`config.mk`:
```
export PLATFORM = sky130hd
export DESIGN_NAME = multicycle_control
export DESIGN_NICKNAME = d
export VERILOG_FILES = /design/src/rtl/multicycle_control.sv
export SDC_FILE = /design/constraint.sdc
export NUM_CORES = 1
export LEC_CHECK = 0
export CAP_MARGIN = 10
export CORE_MARGIN = 8
export CORE_UTILIZATION = 29
export DETAILED_ROUTE_END_ITERATION = 8
export GPL_TIMING_DRIVEN = 1
export SLEW_MARGIN = 20
export SYNTH_ARGS = -nofsm -noshare
export SYNTH_HDL_FRONTEND = slang
export SYNTH_SLANG_ARGS = --single-unit
export TNS_END_PERCENT = 50
```
`constraint.sdc`:
```
create_clock -name clk -period 4 [get_ports clk]
set_clock_uncertainty 0.1 [all_clocks]
set_input_delay 0.4 -clock clk [delete_from_list [all_inputs] [get_ports clk]]
set_output_delay 0.4 -clock clk [all_outputs]
set_load 0.01 [all_outputs]
```
`src/rtl/multicycle_control.sv`:
```
// multicycle_control: main sequencing FSM of the multi-cycle RV32I core, driving the shared datapath each cycle.
module multicycle_control (
  input  logic       clk,
  input  logic       reset,
  input  logic [6:0] op,
  input  logic [2:0] funct3,
  input  logic       funct7b5,
  input  logic       Z,
  output logic [2:0] ALU_control,
  output logic [1:0] ALUSrcA,
  output logic [1:0] ALUSrcB,
  output logic [1:0] ResultSrc,
  output logic       AdrSrc,
  output logic       IRWrite,
  output logic       RegWrite,
  output logic       MemWrite,
  output logic       PCWrite,
  output logic       illegal_instr
);
  localparam logic [6:0] OP_LW  = 7'b0000011;
  localparam logic [6:0] OP_SW  = 7'b0100011;
  localparam logic [6:0] OP_R   = 7'b0110011;
  localparam logic [6:0] OP_I   = 7'b0010011;
  localparam logic [6:0] OP_JAL = 7'b1101111;
  localparam logic [6:0] OP_BEQ = 7'b1100011;
  localparam logic [2:0] ADD_CTRL = 3'b000;
  localparam logic [2:0] SUB_CTRL = 3'b001;
  localparam logic [2:0] AND_CTRL = 3'b010;
  localparam logic [2:0] OR_CTRL  = 3'b011;
  localparam logic [2:0] SLT_CTRL = 3'b101;
  typedef enum logic [3:0] {
    FETCH, DECODE, MEMADR, MEMREAD, MEMWB, MEMWRITE,
    EXECUTER, EXECUTEI, ALUWB, BEQ, JAL
  } state_t;
  state_t r_state, w_next;
  logic       w_funct_ok;
  logic [2:0] w_funct_alu;
  logic [2:0] w_alu;
  logic [1:0] w_sa, w_sb, w_rs;
  logic       w_adr, w_ir, w_rw, w_mw, w_pcu, w_br;
  assign w_funct_ok = funct3 inside {3'b000, 3'b010, 3'b110, 3'b111};
  // funct7b5 selects sub only for register-register ops; addi ignores it
  assign w_funct_alu = funct3 == 3'b010 ? SLT_CTRL :
                       funct3 == 3'b110 ? OR_CTRL  :
                       funct3 == 3'b111 ? AND_CTRL :
                       (r_state == EXECUTER && funct7b5) ? SUB_CTRL : ADD_CTRL;
  always_comb begin
    w_next = FETCH;
    case (r_state)
      FETCH:  w_next = DECODE;
      DECODE:
        case (op)
          OP_LW, OP_SW: w_next = MEMADR;
          OP_R:         w_next = w_funct_ok ? EXECUTER : FETCH;
          OP_I:         w_next = w_funct_ok ? EXECUTEI : FETCH;
          OP_JAL:       w_next = JAL;
          OP_BEQ:       w_next = BEQ;
          default:      w_next = FETCH;
        endcase
      MEMADR:                  w_next = op == OP_LW ? MEMREAD : MEMWRITE;
      MEMREAD:                 w_next = MEMWB;
      EXECUTER, EXECUTEI, JAL: w_next = ALUWB;
      default:                 w_next = FETCH;
    endcase
  end
  always_ff @(posedge clk) r_state <= reset ? FETCH : w_next;
  always_comb begin
    w_alu = ADD_CTRL;
    w_sa  = 2'b00;
    w_sb  = 2'b00;
    w_rs  = 2'b00;
    w_adr = 1'b0;
    w_ir  = 1'b0;
    w_rw  = 1'b0;
    w_mw  = 1'b0;
    w_pcu = 1'b0;
    w_br  = 1'b0;
    case (r_state)
      FETCH:    begin w_sb = 2'b10; w_rs = 2'b10; w_ir = 1'b1; w_pcu = 1'b1; end
      DECODE:   begin w_sa = 2'b01; w_sb = 2'b01; end
      MEMADR:   begin w_sa = 2'b10; w_sb = 2'b01; end
      MEMREAD:  w_adr = 1'b1;
      MEMWB:    begin w_rs = 2'b01; w_rw = 1'b1; end
      MEMWRITE: begin w_adr = 1'b1; w_mw = 1'b1; end
      EXECUTER: begin w_sa = 2'b10; w_alu = w_funct_alu; end
      EXECUTEI: begin w_sa = 2'b10; w_sb = 2'b01; w_alu = w_funct_alu; end
      ALUWB:    w_rw = 1'b1;
      BEQ:      begin w_sa = 2'b10; w_alu = SUB_CTRL; w_br = 1'b1; end
      JAL:      begin w_sa = 2'b01; w_sb = 2'b10; w_pcu = 1'b1; end
      default:  w_alu = ADD_CTRL;
    endcase
  end
  assign ALU_control   = reset ? ADD_CTRL : w_alu;
  assign ALUSrcA       = reset ? 2'b00 : w_sa;
  assign ALUSrcB       = reset ? 2'b00 : w_sb;
  assign ResultSrc     = reset ? 2'b00 : w_rs;
  assign AdrSrc        = !reset && w_adr;
  assign IRWrite       = !reset && w_ir;
  assign RegWrite      = !reset && w_rw;
  assign MemWrite      = !reset && w_mw;
  assign PCWrite       = !reset && (w_pcu || (w_br && Z));
  // an unsupported op/funct3 is exactly a DECODE that falls straight back to FETCH
  assign illegal_instr = !reset && r_state == DECODE && w_next == FETCH;
endmodule

```
* After elaboration in Yosys (flattened, before gate mapping)
Index checks and enable logic that the tools add are counted.
Storage, ports and cells: register bits after elaboration 4, input port bits 14, word-level logic and storage cells 67
Operators by class: eq/ne operators 19, multiplexer cells 23, reductions and logical operators 24
Operator list (count):
- 4-bit case mux with 5 select lines | 2
- 4-bit by 3-bit equality test with 1-bit output (second input constant) | 4
- 3-bit 2-to-1 mux | 5
- 7-bit by 6-bit equality test with 1-bit output (second input constant) | 2
- 7-bit equality test (second input constant) | 2
- 4-bit equality test (second input constant) | 3
- 2-bit case mux with 2 select lines | 3
- 2-bit OR reduction | 6
- 2-bit 2-to-1 mux | 5
- 1-bit logical AND | 9
- 4-bit by 2-bit equality test with 1-bit output (second input constant) | 2
- 4-bit zero test | 2
- 7-bit by 2-bit equality test with 1-bit output (second input constant) | 1
- 7-bit by 5-bit equality test with 1-bit output (second input constant) | 1
- 1-bit 2-to-1 mux | 7
- 3-bit equality test (second input constant) | 2
- 3-bit case mux with 2 select lines | 1
- 3-bit OR reduction | 2
- 4-bit by 1-bit equality test with 1-bit output (second input constant) | 1
- 4-bit nonzero test | 1
- 4-bit OR reduction | 1
- 3-bit by 2-bit equality test with 1-bit output (second input constant) | 1
- 3-bit zero test | 1
- 1-bit zero test | 1
- 1-bit logical OR | 1

* Depth between registers and ports, before layout
Gate-level depths: netlist (run 1).
depth after elaboration 8, mapped depth 5

* Least setup slack after synthesis (run 1)
Ideal clock, no wire load.
kind register to output, from register r_state[0], to output ResultSrc[1], data arrival time 1.410 ns, required time 3.500 ns, path slack 2.090 ns, cell stages (with the launch flop) 5, path buffers 2, cells stage by stage dfxtp_1 buf_1 or3_1 nor3_1 buf_4
On the way: cells in the longest elaborated chain, start to end 3
Ends and longest elaborated chain:
- from (decl) | RTL line 35 | state_t r_state, w_next;
- from (signal assigned) | RTL line 66 | always_ff @(posedge clk) r_state <= reset ? FETCH : w_next;
- 4-bit by 3-bit equality test with 1-bit output / 4-bit zero test (equally long branches) | RTL line 78 | case (r_state)
- 2-bit case mux with 2 select lines * | RTL line 78
- 2-bit 2-to-1 mux * | RTL line 96 | assign ResultSrc = reset ? 2'b00 : w_rs;
- to (decl) | RTL line 12 | output logic [1:0] ResultSrc,
Every way passes the cells marked *; elsewhere a longest branch is shown, timed or not.

* Worst setup path after layout (run 1)
from input reset, to output IRWrite
On the way: cells in the longest elaborated chain, start to end 2
Ends and longest elaborated chain:
- from (decl) | RTL line 4 | input logic reset,
- 1-bit zero test | RTL line 98 | assign IRWrite = !reset && w_ir;
- 1-bit logical AND | RTL line 98
- to (decl) | RTL line 14 | output logic IRWrite,
No other way between the ends.

==> impl_metrics.py, run 1 <==
metrics = {
    "critical_path": {
        "critical_path_class": "in -> out",
        "cp_max_fo": 14,
        "r2r_start": "r_state[1]",
        "crit_chain": "clkdlybuf4s50_1 > or3_1 > nor3_1 > clkdlybuf4s50_1",
        "crit_buf_inv": 2,
        "r2r_cells": 3,
        "timing.critical_path.mode_cell": "clkdlybuf4s50_1",
        "required_ns": 3.50,
        "critPathTopFamily": "buffers and inverters",
        "reg2reg_to": "r_state[1]",
        "slowest_delay_ns": 0.64,
        "start_kind": "input pin",
        "slowest_stage": "clkdlybuf4s50_1",
        "cp-end-kind": "primary output",
        "critPathLaunch": "reset",
        "arrival_ns": 2.28,
        "ff2ff_setup_slack_ns": 2.38,
    },
    "route": {
        "routed_via_density": 4.949,
        "first_iter_violations": 5,
        "drtPass1Iterations": 3,
        "ant_nets": 0,
        "wire_per_inst_um": 12.26,
        "drc": 0,
        "drt-total-wl_um": 1667,
        "vias": 673,
    },
    "power_and_ir_drop": {
        "power.total_mw": 0.1421,
        "p_per_area_nw_per_um2": 164.8,
        "cell_internal_pwr_mw": 0.1023,
        "comb_power_share": 0.351,
        "clkPwrFrac": 0.342,
        "peakVddDrop_mv": 0.1193,
        "seqPwrFrac": 0.307,
        "p_sw_frac": 0.2797,
        "p_leak_nw": 0.2698,
        "p_switching_mw": 0.03974,
    },
    "timing": {
        "final_max_slew_viol_count": 0,
        "fin_crit_sh": 0.6945,
        "relSlewSlack": 0.6562,
        "final.setup.tns_ns": 0,
        "hold_slack_ns": 0.6059,
        "max_freq_ghz": 0.3599,
        "fin_crit_ns": 2.778,
        "timing.final.ws_setup_ns": 1.222,
        "tightest_slew_ns": 0.5150,
        "rsz0062_at_grt": "false",
        "finalHoldViolCount": 0,
        "setup_viol": 0,
    },
    "clock_tree": {
        "cts_buffer_depth": 2,
        "cts-root-buf": "clkbuf_4",
        "clock_sinks": 4,
        "clk_latency_ns": 0.23,
        "htreeDepth": 1,
        "cts_resized": 0,
        "cts.hold.buffers_added": 0,
        "post_cts_buffers": 0,
        "path_clk_slew_ns": 0.03,
        "cts-buffers-inserted": 3,
        "cts_tree": "done",
    },
    "synth": {
        "yosys.area.top_type_share": 0.1441,
        "netlist-cell-type-count": 34,
        "async_flop_share": 0,
        "ys_seq_area_frac": 0.1441,
        "yosysTopAreaCell": "dfxtp_1",
        "synth_warnings": 0,
        "synth_fp_nets": 99,
        "synth-seq-cells": 4,
        "yosysMostFrequentCell": "nor2_1",
        "synth-edff-count": 0,
        "synth_area_leaders": "dfxtp_1, nand2b_1, nor2_1",
        "synthTopCellsByCount": "nor2_1, nand2_1, a21oi_1",
        "synth_area_um2": 555.5,
        "avgSynthCellArea_um2": 6.536,
        "syn_inst": 85,
        "ys.flop_type": "dfxtp_1",
    },
    "floorplanning": {
        "initial_core_util": 0.2952,
        "io_pins": 29,
        "fp.dieW_um": 59.77,
        "num_rows": 16,
        "core_area_um2": 1882,
        "die-area_um2": 3572,
        "die_height_um": 59.77,
    },
    "layout": {
        "diodes": 0,
        "drive_above_1_share": 0.05505,
        "regMostFlops": "r_state",
        "fin_util": 0.4581,
        "nNetsFinal": 125,
        "reg_top3": "r_state: 4 flops",
        "area_growth_pct": 55.18,
        "largest_reg_flops": 4,
    },
    "worst_hold_path": {
        "min_from": "r_state[0]",
        "whs_path_depth": 2,
        "hold_path.class": "reg -> reg",
        "whs_endpoint": "r_state[2]",
    },
    "global_route": {
        "grtUsageTotal": 0.09389,
        "grt_pass1_vias": 622,
        "grt_max_degree": 17,
        "antenna_found_initial": 0,
        "grt_first_pass_wirelength_um": 2753,
        "grt.overflow.total": 0,
    },
    "place": {
        "gp_congestion": 0.7106,
        "port_buffers": 28,
        "hpwlAfterDp_um": 1349,
        "place_ws_ns": 1.232,
    },
    "job": {
        "drv_cap": 0,
    },
    "run_status": {
        "status": "complete, no violations",
    },
}
[per-stage QoR]
stage,cells,area [um^2]
2_1_floorplan,85,555.5
4_1_cts,136,862.1
3_5_place_dp,133,839.6
6_report,136,862.1
5_1_grt,136,862.1
3_3_place_gp,133,839.6
[area by class of cell]
cell class                 count  area [um^2]
tap                           27        33.78
clock buffer                   3        22.52
multi-input combinational     72        437.9
timing repair buffer          28        280.3
inverter                       2        7.507
fill                         211         1020
sequential                     4        80.08
[cell usage in the layout, fill, tap and decap left out, types with 2 or more instances in the layout]
cell and instances:
clkdlybuf4s50_1 28, nor2_1 10, nand2_1 8, a21oi_1 7
nand2b_1 6, nor3_1 6, dfxtp_1 4, nor4_1 3
clkbuf_4 3, or3_1 2, xnor2_1 2, nand3_1 2
a31oi_1 2, nand3b_1 2, o21ai_1 2, a211oi_1 2
or2_1 2, nor3b_1 2, or4_1 2
[logic make-up after synthesis]
family	count (synthesis)	synth area share
AND/OR/NAND/NOR	49	0.5090
AO/OA/AOI/OAI	20	0.2320
XOR/XNOR	3	0.04731
flip-flops	4	0.1441
buffers and inverters	9	0.06756
[layer usage]
metal / wire (um) / share of wire / global-route usage / vias to the layer above
met5: 0 / 0 / 0 / -
li1: - / - / - / 357
met2: 754 / 0.45 / 0.1554 / 23
met3: 153 / 0.092 / 0.02796 / 0
met4: 0 / 0 / 0.02041 / 0
met1: 758 / 0.45 / 0.1153 / 293
[worst register-to-register path, cell delays in order (launching register included)]
cell      delay, ns
dfxtp_1        0.63
nand2_1        0.09
or4_1          0.49
a211oi_2       0.22
[worst max-delay path by stage]
stage | end | cells after the start
2_1_floorplan | ResultSrc[1] | 4
3_3_place_gp | IRWrite | 4
3_5_place_dp | IRWrite | 4
4_1_cts | IRWrite | 4
5_1_grt | illegal_instr | 4
6_report | IRWrite | 4
[power by group through the flow]
stage | sequential, mW | combinational, mW | clock (mW)
after global placement | 0.0442 | 0.0497 | 0
after CTS | 0.0436 | 0.0501 | 0.0505
final | 0.0437 | 0.0499 | 0.0485
after detailed placement | 0.0442 | 0.0500 | 0
after global routing | 0.0437 | 0.0545 | 0.0579
after floorplan | 0.0421 | 0.0252 | 0
No activity file was read; power rests on OpenSTA's default activity.
==> run 2, diff against run 1 <==
==> constraint.sdc (replaced) <==
create_clock -name clk -period 2.4 [get_ports clk]
set_clock_uncertainty 0.1 [all_clocks]
set_input_delay 0.24 -clock clk [delete_from_list [all_inputs] [get_ports clk]]
set_output_delay 0.24 -clock clk [all_outputs]
set_load 0.01 [all_outputs]
==> impl_metrics.py, run 2 (synthesized netlist as in run 1, its figures left out) <==
metrics = {
    "critical_path": {
        "cp-end-kind": "primary output",
        "ff2ff_setup_slack_ns": 0.81,
        "critical_path_class": "in -> out",
        "arrival_ns": 1.93,
        "r2r_cells": 3,
        "cp_max_fo": 8,
        "r2r_start": "r_state[1]",
        "start_kind": "input pin",
        "required_ns": 2.06,
        "reg2reg_to": "r_state[1]",
        "critPathLaunch": "op[6]",
    },
    "power_and_ir_drop": {
        "peakVddDrop_mv": 0.2005,
        "p_per_area_nw_per_um2": 266.1,
        "p_leak_nw": 0.3188,
    },
    "route": {
        "drc": 0,
        "ant_nets": 0,
        "routed_via_density": 4.908,
        "vias": 697,
        "wire_per_inst_um": 12.16,
        "drt-total-wl_um": 1727,
        "drtPass1Iterations": 4,
        "first_iter_violations": 8,
    },
    "run_status": {
        "status": "complete, no violations",
    },
    "floorplanning": {
        "initial_core_util": 0.2952,
        "die-area_um2": 3572,
        "core_area_um2": 1882,
        "die_height_um": 59.77,
        "fp.dieW_um": 59.77,
        "io_pins": 29,
        "num_rows": 16,
    },
    "global_route": {
        "grt_first_pass_wirelength_um": 2946,
        "grt.overflow.total": 0,
        "grt_pass1_vias": 719,
        "antenna_found_initial": 0,
        "grtUsageTotal": 0.1030,
        "grt_max_degree": 17,
    },
    "timing": {
        "fin_crit_ns": 2.268,
        "setup_viol": 0,
        "finalHoldViolCount": 0,
        "tightest_slew_ns": 0.4721,
        "rsz0062_at_grt": "false",
        "final_max_slew_viol_count": 0,
        "relSlewSlack": 0.6848,
        "max_freq_ghz": 0.4409,
        "fin_crit_sh": 0.9451,
        "final.setup.tns_ns": 0,
        "hold_slack_ns": 0.4818,
    },
    "clock_tree": {
        "cts-root-buf": "clkbuf_4",
        "htreeDepth": 1,
        "cts-buffers-inserted": 3,
        "path_clk_slew_ns": 0.04,
        "post_cts_buffers": 0,
        "cts_tree": "done",
        "clk_latency_ns": 0.23,
        "clock_sinks": 4,
        "cts_buffer_depth": 2,
    },
    "place": {
        "gp_congestion": 0.7929,
        "port_buffers": 28,
        "place_inst": 139,
        "hpwlAfterDp_um": 1431,
    },
    "layout": {
        "largest_reg_flops": 4,
        "fin_cells": 142,
        "reg_top3": "r_state: 4 flops",
        "nNetsFinal": 131,
        "final_common_cell": "clkdlybuf4s50_1",
        "regMostFlops": "r_state",
        "diodes": 0,
        "layout_common_cells": "clkdlybuf4s50_1, nor2_1, a21oi_1, nand2_1",
        "drive_above_1_share": 0.1217,
        "fillers": 214,
        "area_growth_pct": 64.41,
    },
    "worst_hold_path": {
        "whs_endpoint": "r_state[0]",
        "whs_path_depth": 1,
        "hold_path.class": "reg -> reg",
        "min_from": "r_state[0]",
    },
    "job": {
        "drv_cap": 0,
    },
}
==> run 2: area by class of cell <==
| class | count | area (um^2) | area share |
|---|---|---|---|
| multi-input combinational | 72 | 440.4 | 0.4822 |
| timing repair buffer | 34 | 327.8 | 0.3589 |
| sequential | 4 | 81.33 | 0.08904 |
| tap | 27 | 33.78 | 0.03699 |
| clock buffer | 3 | 22.52 | 0.02466 |
| inverter | 2 | 7.507 | 0.008219 |
==> run 2: where the power goes <==
group          leakage (nW)  total, mW  internal [mW]  switching, mW
registers            0.0327     0.0716         0.0685        0.00308
clock network        0.0138     0.0807         0.0558         0.0249
logic                 0.272     0.0907         0.0505         0.0402
total                 0.319      0.243          0.175         0.0682
==> run 2: worst max path at each step <==
stage,to,slack (ns),depth (start not counted)
3_5_place_dp,ALU_control[0],0.08,6
6_report,illegal_instr,0.13,5
3_3_place_gp,ALU_control[0],0.11,6
2_1_floorplan,ResultSrc[1],0.65,4
4_1_cts,illegal_instr,0.06,4
5_1_grt,illegal_instr,0.03,4
==> run 2: routing by layer <==
metal  vias up  wire length [um]  track usage
met4         0                 0      0.04082
met3         0               117      0.02366
li1        371                 -            -
met1       305               831       0.1188
met2        21               779       0.1769
met5         -                 0            0
==> run 2: metrics by stage <==
step           area (um^2)    util  power (mW)  worst slack [ns]
6_report             913.4  0.4854      0.2430            0.1317
5_1_grt              913.4  0.4854      0.2601           0.02901
4_1_cts              907.1  0.4820      0.2453           0.05800
3_5_place_dp         884.6  0.4701      0.1623           0.07877
3_3_place_gp         884.6  0.4701      0.1614            0.1091
2_1_floorplan        555.5       -      0.1122            0.6496
==> run 2: worst max-delay path, cell delays in order <==
cell             delay, ns
clkdlybuf4s50_1       0.61
nand3b_1              0.17
a211oi_1              0.31
nor3b_1               0.10
clkdlybuf4s50_1       0.50
==> run 2: repair_timing <==
| item | 4_1_cts | 5_1_grt |
|---|---|---|
| hold buffers | 0 | 0 |
| resized for setup | 0 | 3 |
| hold endpoints to repair | 0 | 0 |
| setup endpoints to repair | 0 | 2 |
